===== config.mk =====
export PLATFORM = sky130hd
export DESIGN_NAME = ahb_bridge_arbiter
export DESIGN_NICKNAME = d
export VERILOG_FILES = /design/src/rtl/ahb_bridge_arbiter.sv
export SDC_FILE = /design/constraint.sdc
export NUM_CORES = 1
export LEC_CHECK = 0
export ABC_AREA = 1
export CORE_AREA = 2 2 89 91
export DETAILED_ROUTE_END_ITERATION = 8
export DIE_AREA = 0 0 91 93
export PLACE_DENSITY = 0.7
export SLEW_MARGIN = 20
export SYNTH_ARGS = -nofsm -noshare
export SYNTH_HDL_FRONTEND = slang
export SYNTH_SLANG_ARGS = --single-unit

===== constraint.sdc =====
create_clock -name hclk -period 2.6 [get_ports hclk]
set_input_delay 0.52 -clock hclk [delete_from_list [all_inputs] [get_ports hclk]]
set_output_delay 0.52 -clock hclk [all_outputs]
set_load 0.01 [all_outputs]

===== src/rtl/ahb_bridge_arbiter.sv =====
// Two-master AHB arbiter in front of a single bridge slave port: muxes the
// granted master onto the bridge, tracks burst beats and round-robin handover.
module ahb_bridge_arbiter #(
   parameter int DATA_WIDTH = 32
) (
   input  logic                  hclk,
   input  logic                  resetn,
   input  logic [1:0]            hbusreq,
   input  logic [1:0]            htrans_m0,
   input  logic [1:0]            htrans_m1,
   input  logic [31:0]           haddr_m0,
   input  logic [31:0]           haddr_m1,
   input  logic                  hwrite_m0,
   input  logic                  hwrite_m1,
   input  logic [2:0]            hburst_m0,
   input  logic [2:0]            hburst_m1,
   input  logic [2:0]            hsize_m0,
   input  logic [2:0]            hsize_m1,
   input  logic [DATA_WIDTH-1:0] hwdata_m0,
   input  logic [DATA_WIDTH-1:0] hwdata_m1,
   input  logic                  hready_i,
   input  logic                  hresp_i,
   output logic [1:0]            hgrant,
   output logic                  hmaster,
   output logic                  hmaster_d,
   output logic                  hsel_o,
   output logic [1:0]            htrans_o,
   output logic [31:0]           haddr_o,
   output logic                  hwrite_o,
   output logic [2:0]            hburst_o,
   output logic [2:0]            hsize_o,
   output logic [DATA_WIDTH-1:0] hwdata_o
);

   localparam logic [1:0] TRANS_NONSEQ = 2'b10;
   localparam logic [1:0] TRANS_SEQ    = 2'b11;

   localparam logic [2:0] BURST_INCR   = 3'b001;
   localparam logic [2:0] BURST_WRAP4  = 3'b010;
   localparam logic [2:0] BURST_INCR4  = 3'b011;
   localparam logic [2:0] BURST_WRAP8  = 3'b100;
   localparam logic [2:0] BURST_INCR8  = 3'b101;
   localparam logic [2:0] BURST_WRAP16 = 3'b110;
   localparam logic [2:0] BURST_INCR16 = 3'b111;

   logic [4:0] beat_cnt;
   logic [4:0] cnt_nxt;
   logic       locked;
   logic       lock_nxt;
   logic       error_done;
   logic       nonseq_acc;
   logic       seq_acc;
   logic       owner_req;
   logic       other_req;
   logic       releasable;
   logic       handover;

   always_comb begin
      if (hmaster) begin
         htrans_o = htrans_m1;
         haddr_o  = haddr_m1;
         hwrite_o = hwrite_m1;
         hburst_o = hburst_m1;
         hsize_o  = hsize_m1;
      end else begin
         htrans_o = htrans_m0;
         haddr_o  = haddr_m0;
         hwrite_o = hwrite_m0;
         hburst_o = hburst_m0;
         hsize_o  = hsize_m0;
      end
   end

   assign hwdata_o = hmaster_d ? hwdata_m1 : hwdata_m0;
   assign hsel_o   = htrans_o[1];
   assign hgrant   = hmaster ? 2'b10 : 2'b01;

   assign error_done = hready_i & hresp_i;
   assign nonseq_acc = hready_i & (htrans_o == TRANS_NONSEQ);
   assign seq_acc    = hready_i & (htrans_o == TRANS_SEQ);
   assign owner_req  = hmaster ? hbusreq[1] : hbusreq[0];
   assign other_req  = hmaster ? hbusreq[0] : hbusreq[1];

   always_comb begin
      cnt_nxt  = beat_cnt;
      lock_nxt = locked;
      if (error_done) begin
         cnt_nxt  = '0;
         lock_nxt = 1'b0;
      end else if (nonseq_acc) begin
         lock_nxt = 1'b0;
         case (hburst_o)
            BURST_INCR:                 begin cnt_nxt = 5'd0; lock_nxt = 1'b1; end
            BURST_WRAP4,  BURST_INCR4:  cnt_nxt = 5'd3;
            BURST_WRAP8,  BURST_INCR8:  cnt_nxt = 5'd7;
            BURST_WRAP16, BURST_INCR16: cnt_nxt = 5'd15;
            default:                    cnt_nxt = 5'd0;
         endcase
      end else if (seq_acc && beat_cnt != '0) begin
         cnt_nxt = beat_cnt - 5'd1;
      end
      // Release test uses the post-update count and lock, so the final beat hands over directly.
      releasable = error_done |
                   (hready_i & (cnt_nxt == '0) & (~lock_nxt | ~owner_req));
      handover   = releasable & other_req;
      if (handover || (hready_i && !owner_req))
         lock_nxt = 1'b0;
   end

   always_ff @(posedge hclk or negedge resetn) begin
      if (!resetn) begin
         hmaster   <= 1'b0;
         hmaster_d <= 1'b0;
         beat_cnt  <= '0;
         locked    <= 1'b0;
      end else begin
         beat_cnt <= cnt_nxt;
         locked   <= lock_nxt;
         if (handover)
            hmaster <= ~hmaster;
         if (hready_i)
            hmaster_d <= hmaster;
      end
   end

endmodule


==> flow_metrics.py <==
metrics = {
    "routing": {
        "firstDrtPassIters": 4,
        "drt_iter0_drc": 101,
        "drc": 0,
        "ant_nets": 0,
        "dr_total_vias": 2701,
        "wl_per_cell_um": 12.5,
        "viasPerCell": 4.14,
        "drt-total-wl_um": 8150,
    },
    "sta": {
        "skew_ns": 0.00279,
        "worst_slew_margin_rel_pct": 67.2,
        "fin_crit_sh_pct": 90.7,
        "final-hold-violation-count": 0,
        "fin_ws_ns": 0.243,
        "finalSetupViolCount": 0,
        "setup_tns_ns": 0,
        "report.final.slew_viol_count": 0,
        "tightest_slew_ns": 0.493,
        "rsz0062_at_grt": "false",
        "fin_crit_ns": 2.36,
        "fmax_mhz": 424,
    },
    "logic_synthesis": {
        "ys_types": 23,
        "syn_area_per_cell_um2": 4.59,
        "ys_ff_latch": 8,
        "syn_area_um2": 1520,
        "synth_nets": 484,
        "yosys-top-cells-area": "nand2_1 (59%), dfrtp_1 (13%), inv_1 (5.4%)",
        "synth_area_leader_cell": "nand2_1",
        "synth_cells": 331,
        "synth_warnings": 0,
        "ys_seq_area_share_pct": 13.2,
        "synth_top_cell_area_share_pct": 59.3,
    },
    "floorplanning": {
        "core_um2": 7530,
        "dieArea_um2": 8460,
        "die_x_um": 91,
        "die_h_um": 93,
        "io_pins": 230,
        "row_count": 32,
        "start_util_pct": 20.2,
    },
    "clocking": {
        "cts.clk_slew.worst_paths_ns": 0.04,
        "cts_tree": "done",
        "cts-resized-gates": 0,
        "post_cts_buffers": 0,
        "clockBufferDepth": 2,
        "cts_hold_buf": 0,
        "numCtsBuffers": 3,
        "cts_max_level": 1,
        "cts_root_buf": "clkbuf_8",
        "cts_num_sinks": 8,
        "clock_latency_ns": 0.22,
    },
    "final_layout": {
        "num_antenna_cells": 0,
        "syn_to_final_growth_pct": 159,
        "fillers": 772,
        "layout_common_cells": "nand2_1 (240), clkdlybuf4s50_1 (229), inv_1 (22)",
        "nets": 705,
        "layout_commonest_cell": "nand2_1",
        "drive_gt1_share_pct": 3.27,
    },
    "place": {
        "dp_hpwl_um": 6950,
        "gp_congestion": 0.833,
        "place_ws_ns": 0.269,
        "portBuffers": 229,
    },
    "grt": {
        "grt_use_total_pct": 17.5,
        "grt_pass1_wl_um": 12300,
        "grt_pass1_vias": 2642,
        "grt_max_degree": 53,
        "grt_overflow": 0,
        "antenna_found_initial": 0,
    },
    "outcome": {
        "outcome": "completed",
    },
    "setup_path": {
        "end_kind": "output pin",
        "crit_type": "register to output pin",
        "worstPathArrival_ns": 1.84,
        "startpoint_type": "register",
        "crit_fanout": 52,
        "cp.required_ns": 2.08,
    },
    "pwr": {
        "p_leak_nw": 1.94,
        "power_density_nw_per_um2": 746,
        "ir_drop_v": 0.000363,
    },
    "job": {
        "drv_cap": 0,
    },
    "worst_hold_path": {
        "hold_path.class": "input port to asynchronous set/reset pin",
    },
}
critical path: stages, from the launching register on:
cell             delay (ns)
dfrtp_1                0.34
buf_4                  0.43
o21ai_1                0.22
inv_1                  0.08
clkdlybuf4s50_1        0.53
cell families (layout without fill, tap and decap cells):
kind of cell             after synthesis  after routing  share of synthesized area (%)
XOR/XNOR                               1              1                          0.576
flip-flops                             8              8                           13.2
adder cells (fa/ha/maj)                1              1                          0.823
AO/OA/AOI/OAI                         12             12                           5.19
AND/OR/NAND/NOR                      267            267                           69.1
buffers and inverters                 42            261                           11.1
cell type report:
type	instances	area [µm²]	share of cell area [%]
timing repair buffer	234	2330	59.1
inverter	24	90.1	2.29
tap	102	128	3.24
multi-input combinational	281	1150	29.2
sequential	8	200	5.08
clock buffer	3	41.3	1.05
power breakdown:
group	total, W	internal (W)	switching [W]
sequential	0.000211	0.000173	0.0000384
clock	0.000143	0.0000998	0.0000432
combinational	0.00258	0.00130	0.00128
state kept, by name, indices dropped and copies added (netlist names):
register / count
hmaster: 1
beat_cnt: 5
hmaster_d: 1
locked: 1
per-stage QoR:
stage | instances | total power, W | util (%) | instance area, µm² | hold WS [ns]
6_report | 652 | 0.00294 | 52.3 | 3940 | 0.570
5_1_grt | 652 | 0.00320 | 52.3 | 3940 | 0.599
4_1_cts | 652 | 0.00296 | 52.3 | 3940 | 0.575
3_5_place_dp | 649 | 0.00280 | 51.8 | 3900 | 0.592
3_3_place_gp | 649 | 0.00278 | 51.8 | 3900 | 0.589
2_1_floorplan | 331 | 0.00144 | - | 1520 | 0.224
worst paths after layout:
path,cells past startpoint,slack (ns),to,from
hold reg to reg,4,0.60,beat_cnt[0],beat_cnt[0]
hold / removal,1,0.57,beat_cnt[4],resetn
max in group asynchronous,1,1.77,beat_cnt[1],resetn
setup / recovery,4,0.24,hburst_o[1],hmaster
setup reg to reg,14,0.59,hmaster,hmaster
min in group hclk,4,0.60,beat_cnt[0],beat_cnt[0]
cells in the mapped netlist (all sizes together):
cell type and number:
o21bai 1, nand4 1, dfrtp 8, nand3b 1, inv 24, buf 4
nand3 14, a21oi 2, clkbuf 14, nor2 9, nand2 242, a31oi 1
ha 1, o21ai 8, xnor2 1
metal layers:
metal / global-route usage (%) / wire (µm) / vias up
li1: - / - / 1423
met1: 19.6 / 3130 / 1144
met2: 33.3 / 4360 / 118
met3: 4.51 / 483 / 16
met4: 3.66 / 179 / 0
met5: 0 / 0 / -
Note: power is estimated with default switching activity, not from simulation.
